<file path="src/rtl/wb_patmos_ctrl.sv">
// Wishbone register window that boots Patmos: boot PC, stall/reset and two boot-memory write ports.
// Single-cycle ack after each select (no wait states); back-to-back requests are acked every other cycle.
module wb_patmos_ctrl #(
   parameter logic [31:0] BASE_ADDR = 32'h3000_0000,
   parameter int unsigned BMEM_AW   = 12
) (
   input  logic               wb_clk_i,
   input  logic               wb_rst_i,
   input  logic               wbs_cyc_i,
   input  logic               wbs_stb_i,
   input  logic               wbs_we_i,
   input  logic [3:0]         wbs_sel_i,
   input  logic [31:0]        wbs_adr_i,
   input  logic [31:0]        wbs_dat_i,
   output logic               wbs_ack_o,
   output logic [31:0]        wbs_dat_o,
   output logic [31:0]        boot_addr_o,
   output logic               stall_o,
   output logic               core_rst_o,
   output logic [31:0]        bm_odd_dat_o,
   output logic [BMEM_AW-1:0] bm_odd_adr_o,
   output logic               bm_odd_we_o,
   output logic [31:0]        bm_even_dat_o,
   output logic [BMEM_AW-1:0] bm_even_adr_o,
   output logic               bm_even_we_o,
   output logic [31:0]        dbg_o
);

   localparam logic [5:0] W_BOOT     = 6'h00;
   localparam logic [5:0] W_STALL    = 6'h01;
   localparam logic [5:0] W_RESET    = 6'h02;
   localparam logic [5:0] W_ODD_DAT  = 6'h03;
   localparam logic [5:0] W_ODD_ADR  = 6'h04;
   localparam logic [5:0] W_ODD_EN   = 6'h05;
   localparam logic [5:0] W_EVEN_DAT = 6'h06;
   localparam logic [5:0] W_EVEN_ADR = 6'h07;
   localparam logic [5:0] W_EVEN_EN  = 6'h08;
   localparam logic [5:0] W_STATUS   = 6'h09;

   logic               adr_hit;
   logic               sel;
   logic               wr;
   logic               rd;
   logic [5:0]         word;
   logic               unused_adr_lsb;

   logic [31:0]        boot_addr_q;
   logic               stall_q;
   logic               reset_q;
   logic [31:0]        odd_dat_q;
   logic [BMEM_AW-1:0] odd_adr_q;
   logic               odd_en_q;
   logic [31:0]        even_dat_q;
   logic [BMEM_AW-1:0] even_adr_q;
   logic               even_en_q;

   logic               ack_q;
   logic               rd_ack_q;
   logic [31:0]        rd_dat_q;
   logic [31:0]        dbg_q;
   logic               odd_hold_q;
   logic               even_hold_q;

   logic [31:0]        rd_mux;
   logic [BMEM_AW-1:0] odd_adr_nx;
   logic [BMEM_AW-1:0] even_adr_nx;

   function automatic logic [31:0] merge_lanes(input logic [31:0] cur,
                                               input logic [31:0] dat,
                                               input logic [3:0]  be);
      logic [31:0] res;
      for (int i = 0; i < 4; i++) begin
         res[8*i +: 8] = be[i] ? dat[8*i +: 8] : cur[8*i +: 8];
      end
      return res;
   endfunction

   // Byte alignment is irrelevant: a misaligned offset hits its containing word.
   assign unused_adr_lsb = &{1'b0, wbs_adr_i[1:0]};
   assign word           = wbs_adr_i[7:2];
   assign adr_hit        = (wbs_adr_i[31:8] == BASE_ADDR[31:8]);
   assign sel            = wbs_cyc_i & wbs_stb_i & adr_hit & ~wbs_ack_o;
   assign wr             = sel & wbs_we_i;
   assign rd             = sel & ~wbs_we_i;

   always_comb begin
      odd_adr_nx  = odd_adr_q;
      even_adr_nx = even_adr_q;
      for (int b = 0; b < int'(BMEM_AW); b++) begin
         if (wbs_sel_i[b/8]) begin
            odd_adr_nx[b]  = wbs_dat_i[b];
            even_adr_nx[b] = wbs_dat_i[b];
         end
      end
   end

   always_comb begin
      rd_mux = '0;
      case (word)
         W_BOOT:     rd_mux = boot_addr_q;
         W_STALL:    rd_mux = {31'd0, stall_q};
         W_RESET:    rd_mux = {31'd0, reset_q};
         W_ODD_DAT:  rd_mux = odd_dat_q;
         W_ODD_ADR:  rd_mux = {{(32-BMEM_AW){1'b0}}, odd_adr_q};
         W_ODD_EN:   rd_mux = {31'd0, odd_en_q};
         W_EVEN_DAT: rd_mux = even_dat_q;
         W_EVEN_ADR: rd_mux = {{(32-BMEM_AW){1'b0}}, even_adr_q};
         W_EVEN_EN:  rd_mux = {31'd0, even_en_q};
         W_STATUS:   rd_mux = {16'hB007, 14'd0, stall_q, core_rst_o};
         default:    rd_mux = '0;
      endcase
   end

   always_ff @(posedge wb_clk_i) begin
      if (wb_rst_i) begin
         boot_addr_q <= '0;
         stall_q     <= 1'b0;
         reset_q     <= 1'b1;
         odd_dat_q   <= '0;
         odd_adr_q   <= '0;
         odd_en_q    <= 1'b0;
         even_dat_q  <= '0;
         even_adr_q  <= '0;
         even_en_q   <= 1'b0;
         ack_q       <= 1'b0;
         rd_ack_q    <= 1'b0;
         rd_dat_q    <= '0;
         dbg_q       <= '0;
         odd_hold_q  <= 1'b0;
         even_hold_q <= 1'b0;
      end else begin
         ack_q       <= sel;
         rd_ack_q    <= rd;
         rd_dat_q    <= rd ? rd_mux : '0;
         // Suppress the bank write strobe while its data/address is changing under it.
         odd_hold_q  <= wr & ((word == W_ODD_DAT)  | (word == W_ODD_ADR));
         even_hold_q <= wr & ((word == W_EVEN_DAT) | (word == W_EVEN_ADR));
         if (rd_ack_q) begin
            dbg_q <= rd_dat_q;
         end
         if (wr) begin
            case (word)
               W_BOOT:     boot_addr_q <= merge_lanes(boot_addr_q, wbs_dat_i, wbs_sel_i);
               W_STALL:    if (wbs_sel_i[0]) stall_q   <= wbs_dat_i[0];
               W_RESET:    if (wbs_sel_i[0]) reset_q   <= wbs_dat_i[0];
               W_ODD_DAT:  odd_dat_q <= merge_lanes(odd_dat_q, wbs_dat_i, wbs_sel_i);
               W_ODD_ADR:  odd_adr_q <= odd_adr_nx;
               W_ODD_EN:   if (wbs_sel_i[0]) odd_en_q  <= wbs_dat_i[0];
               W_EVEN_DAT: even_dat_q <= merge_lanes(even_dat_q, wbs_dat_i, wbs_sel_i);
               W_EVEN_ADR: even_adr_q <= even_adr_nx;
               W_EVEN_EN:  if (wbs_sel_i[0]) even_en_q <= wbs_dat_i[0];
               default:    ;
            endcase
         end
      end
   end

   // Reset masks the bus outputs immediately so an ack in flight is cancelled.
   assign wbs_ack_o     = ack_q & ~wb_rst_i;
   assign wbs_dat_o     = wb_rst_i ? '0 : rd_dat_q;
   assign dbg_o         = dbg_q;

   assign boot_addr_o   = boot_addr_q;
   assign stall_o       = stall_q;
   assign core_rst_o    = wb_rst_i | reset_q;
   assign bm_odd_dat_o  = odd_dat_q;
   assign bm_odd_adr_o  = odd_adr_q;
   assign bm_odd_we_o   = odd_en_q & ~odd_hold_q;
   assign bm_even_dat_o = even_dat_q;
   assign bm_even_adr_o = even_adr_q;
   assign bm_even_we_o  = even_en_q & ~even_hold_q;

endmodule
</file>
<file path="config.mk">
export PLATFORM = sky130hd
export DESIGN_NAME = wb_patmos_ctrl
export DESIGN_NICKNAME = d
export VERILOG_FILES = /design/src/rtl/wb_patmos_ctrl.sv
export SDC_FILE = /design/constraint.sdc
export NUM_CORES = 1
export LEC_CHECK = 0
export ABC_AREA = 1
export ABC_CLOCK_PERIOD_IN_PS = 1900
export CORE_MARGIN = 2
export CORE_UTILIZATION = 30
export CTS_CLUSTER_SIZE = 30
export DETAILED_ROUTE_END_ITERATION = 8
export GPL_ROUTABILITY_DRIVEN = 0
export MAX_ROUTING_LAYER = met4
export PLACE_DENSITY_LB_ADDON = 0.1
export SYNTH_ARGS = -nofsm -noshare
export SYNTH_HDL_FRONTEND = slang
export SYNTH_SLANG_ARGS = --single-unit
</file>
<file path="constraint.sdc">
create_clock -name wb_clk_i -period 1.9 [get_ports wb_clk_i]
set_input_delay 0.38 -clock wb_clk_i [delete_from_list [all_inputs] [get_ports wb_clk_i]]
set_output_delay 0.38 -clock wb_clk_i [all_outputs]
set_load 0.01 [all_outputs]
</file>
## Word level (Yosys, flattened, before mapping)

Cells that the tools add are included.

- Add/sub/neg operators: 0
- $mul: 0
- Div/mod/pow operators: 0
- Order comparisons: 0
- Equal/unequal tests: 10
- Shift-type cells: 0
- Muxes and demuxes: 2
- Bitwise logic cells: 19
- Reductions and logical operators: 22

Operators by type and width:

| cell | number |
|---|---|
| one-hot mux 32 bit (10 select lines) | 1 |
| AND reduction 3 bit | 20 |
| two-way mux 32 bit | 1 |
| == test 24 x 22 -> 1 bit, second input constant | 1 |
| == test 6 x 3 -> 1 bit, second input constant | 4 |
| == test 6 x 2 -> 1 bit, second input constant | 2 |
| == test 6 x 4 -> 1 bit, second input constant | 2 |
| bitwise AND 1 bit | 10 |
| == test 6 x 1 -> 1 bit, second input constant | 1 |
| zero test 6 bit | 1 |
| inverter 1 bit | 6 |
| bitwise OR 1 bit | 3 |
| OR reduction 2 bit | 1 |

- Flip-flop bits (word level): 192
- Latch bits: 0
- Bits in writable memories: 0
- ROM bits: 0
- Input port bits: 73
- Output and inout port bits: 189
- Word-level logic and storage cells: 79
- Memories kept: 0

## Depth between registers and ports, before layout

- Depth in word-level cells: 7
- Depth in mapped cells: 13
- Depth with buffers taken out: 10

## Least setup slack after synthesis

OpenSTA, ideal clock, no wires.

- Path kind: input-to-reg
- From: input port wb_rst_i
- To: register even_dat_q[0] (netlist: bm_even_dat_o[0])
- Library setup time: 0.113 ns
- Data arrival time: 1.532 ns
- Data required time: 1.787 ns
- Slack: 0.255 ns
- Cell stages on the path: 12
- Path buffers: 3
- Cells stage by stage: buf_4 inv_4 nand2_2 nand2_1 nor2_2 nand2_2 nor2_4 buf_6 nand4_4 buf_2 nor2_1 nor2_1

- Word-level cells in the longest chain between the ends: 6

RTL lines:

| item | line | RTL |
|---|---|---|
| start: declaration | 8 | `input logic wb_rst_i,` |
| inverter 1 bit | 159 | `assign wbs_ack_o = ack_q & ~wb_rst_i;` |
| bitwise AND 1 bit | 159 |  |
| inverter 1 bit | 82 | `assign sel = wbs_cyc_i & wbs_stb_i & adr_hit & ~wbs_ack_o;` |
| bitwise AND 1 bit | 82 |  |
| bitwise AND 1 bit | 83 | `assign wr = sel & wbs_we_i;` |
| AND reduction 3 bit (no line) | n/a |  |
| end signal: assignment | 149 | `W_EVEN_DAT: even_dat_q <= merge_lanes(even_dat_q, wbs_dat_i, wbs_sel_i);` |
| end: declaration | 53 | `logic [31:0] even_dat_q;` |

Several ways; a longest one is shown, not always the timed one.
A chain may end at the register's enable or synchronous reset.

## Final worst setup path

- From: input port wb_rst_i
- To: output port core_rst_o

- Word-level cells in the longest chain between the ends: 1

RTL lines:

| item | line | RTL |
|---|---|---|
| bitwise OR 1 bit | 165 | `assign core_rst_o = wb_rst_i \| reset_q;` |
| end: declaration | 19 | `output logic core_rst_o,` |

Every way passes these cells.

==> impl_metrics.tcl <==
set metrics [dict create \
    synth_edf_count 0 \
    hold_viol_final 0 \
    grt_first_pass_wirelength_um 45500 \
    cts_tree "built" \
    synth_top_cell_area_share 0.451 \
    ys_top_cells_by_area "dfxtp_1 (45%), nor2_1 (15%), nand2_1 (13%)" \
    antenna_found_initial 1 \
    hold_buffers 0 \
    synth_common_cells "nor2_1 (332), nand2_1 (285), dfxtp_1 (192)" \
    outcome "completed" \
    fin_util 0.460 \
    cts_root_buf "clkbuf_16" \
    power_uw 7980 \
    drt_iter0_drc 533 \
    drc_errors 0 \
    first_pass_iters 5 \
    layout_min_cycle_time_ns 1.83 \
    num_vias 8428 \
    synth_cell_types 30 \
    area_delta_synth_final_pct 50.3 \
    p_leak_uw 0.00588 \
    drive_above_1_share 0.111 \
    maxCapViolations 0 \
    crit_fanout 4 \
    grt_usage 0.198 \
    start_kind "primary input" \
    whs_ns 0.447 \
    via_per_inst 4.34 \
    design.core.area_sq_um 27900 \
    netlist_area_sq_um 8520 \
    irDropWorstVdd_mv 0.381 \
    overflow 0 \
    htree_levels 4 \
    placed_cell_area_sq_um 12200 \
    min_period_over_period 0.961 \
    required_ns 1.52 \
    cts_made_buffers 17 \
    portBuffers 259 \
    grt_max_degree 80 \
    yosysMostFrequentCell "nor2_1" \
    power_density_nw_per_um2 623 \
    finalSetupTns_ns 0 \
    initial_core_util 0.306 \
    cp-end-kind "output port" \
    setup_viol 0 \
    synth_flop_cell "dfxtp_1" \
    routedWlPerCell_um 14.9 \
    clk_latency_ns 0.44 \
    syn_avg_cell_area_sq_um 6.93 \
    ys_ff_latch 192 \
    die_width_um 173 \
    die-area_sq_um 29800 \
    num_rows 61 \
    first_global_vias 7972 \
    synthCells 1229 \
    postLayoutCellArea_sq_um 12800 \
    die_y_um 173 \
    io_pins 262 \
    yosysTopAreaCell "dfxtp_1" \
    synth-async-reset-ratio 0 \
    clk_pin_slew_ns 0.07 \
    fmax_mhz 548 \
    clock-sinks 192 \
    worstSetupPathType "primary input to output port" \
    cp.arrival_ns 1.45 \
    antenna_left 0 \
    ys_seq_area_frac 0.451 \
    slew_headroom 0.403 \
    worst_slew_pin_slew_ns 0.896 \
    yosysWarnings 0 \
    synth.net_count 1302 \
    hold_path_class "primary input to flop" \
    place_hpwl_um 21300 \
    layout.nets 1625 \
    cts_buffer_depth 2 \
    finClkSkew_ns 0.0138 \
    drv_slew 0 \
    routed_wl_um 28900 \
]
## path summary, 6_finish.rpt
check	slack, ns	depth (start not counted)	to	from
max reg2reg	0.31	12	bm_odd_dat_o[23]$_SDFFE_PP0P_	ack_q$_SDFF_PP0_
min reg2reg	0.46	2	dbg_o[6]$_SDFFE_PP0P_	rd_dat_q[6]$_SDFF_PP0_
max	0.07	4	core_rst_o	wb_rst_i
min	0.45	4	odd_hold_q$_SDFF_PP0_	wbs_we_i
## sequential cells by signal (all words and copies together), names as in the netlist, 12 cells and up
register and count:
bm_even_adr_o 12, bm_even_dat_o 32, bm_odd_adr_o 12, bm_odd_dat_o 32
boot_addr_o 32, dbg_o 32, rd_dat_q 32
## metal layers
layer | global-route usage | vias up | part of all wire
met5 | - | - | 0
met1 | 0.277 | 3736 | 0.50
li1 | - | 4405 | -
met2 | 0.286 | 256 | 0.43
met3 | 0.0451 | 31 | 0.057
met4 | 0.0545 | 0 | 0.018
## cells in the final DEF (no fill, tap or decap), types with 2 or more instances in the layout
master / n
clkdlybuf4s50_1: 222
nand2_1: 284
o22ai_1: 29
nand3_1: 3
inv_8: 3
nand4_1: 6
dlygate4sd2_1: 35
clkinv_4: 5
clkbuf_16: 18
nor2_4: 6
a22oi_1: 7
inv_4: 2
nand2_2: 4
nor3_1: 8
clkbuf_8: 2
o21ai_0: 39
nor2_2: 3
nand4_4: 14
buf_4: 82
a21oi_1: 66
nand4_2: 2
inv_1: 167
inv_6: 2
buf_12: 21
nor2_1: 331
dfxtp_1: 191
## critical path: stages
cell           delay [ns]
dlygate4sd2_1        0.27
buf_4                0.18
or2_2                0.32
dlygate4sd2_1        0.30
## through the flow
stage / std cells / setup WS, ns
after floorplan: 1229 / 0.255
after global placement: 1908 / -0.371
after detailed placement: 1908 / -0.362
after CTS: 1940 / 0.00113
after global routing: 1944 / -0.0399
final: 1944 / 0.0750
## power breakdown
| group | leakage (uW) | switching (uW) | internal (uW) | total [uW] |
|---|---|---|---|---|
| Combinational | 0.00405 | 211 | 189 | 400 |
| Clock | 0.000280 | 1760 | 1810 | 3560 |
| Sequential | 0.00155 | 0.00000375 | 4020 | 4020 |
| Total | 0.00588 | 1970 | 6020 | 7980 |
## final cells by class
| type | instances | area (sq um) |
|---|---|---|
| fillers | 2829 | 15100 |
| flip-flops and latches | 192 | 3840 |
| multi-input cells | 808 | 3660 |
| repair buffers | 363 | 3610 |
| inverters | 170 | 643 |
| well taps | 378 | 473 |
| clock buffers | 20 | 457 |
| clock inverters | 12 | 119 |
| diodes | 1 | 2.50 |
## cells by family after synthesis
logic type | share of synthesized area
AND/OR/NAND/NOR | 0.337
flip-flops | 0.451
AO/OA/AOI/OAI | 0.0912
buffers and inverters | 0.120
## what timing repair did
item	in CTS	in global routing
endpoints found under the setup margin	35	11
buffers inserted	0	2
endpoints found under the hold margin	0	0
resized for setup	35	3
cloned	0	1
Note: power is estimated with default switching activity, not from simulation.
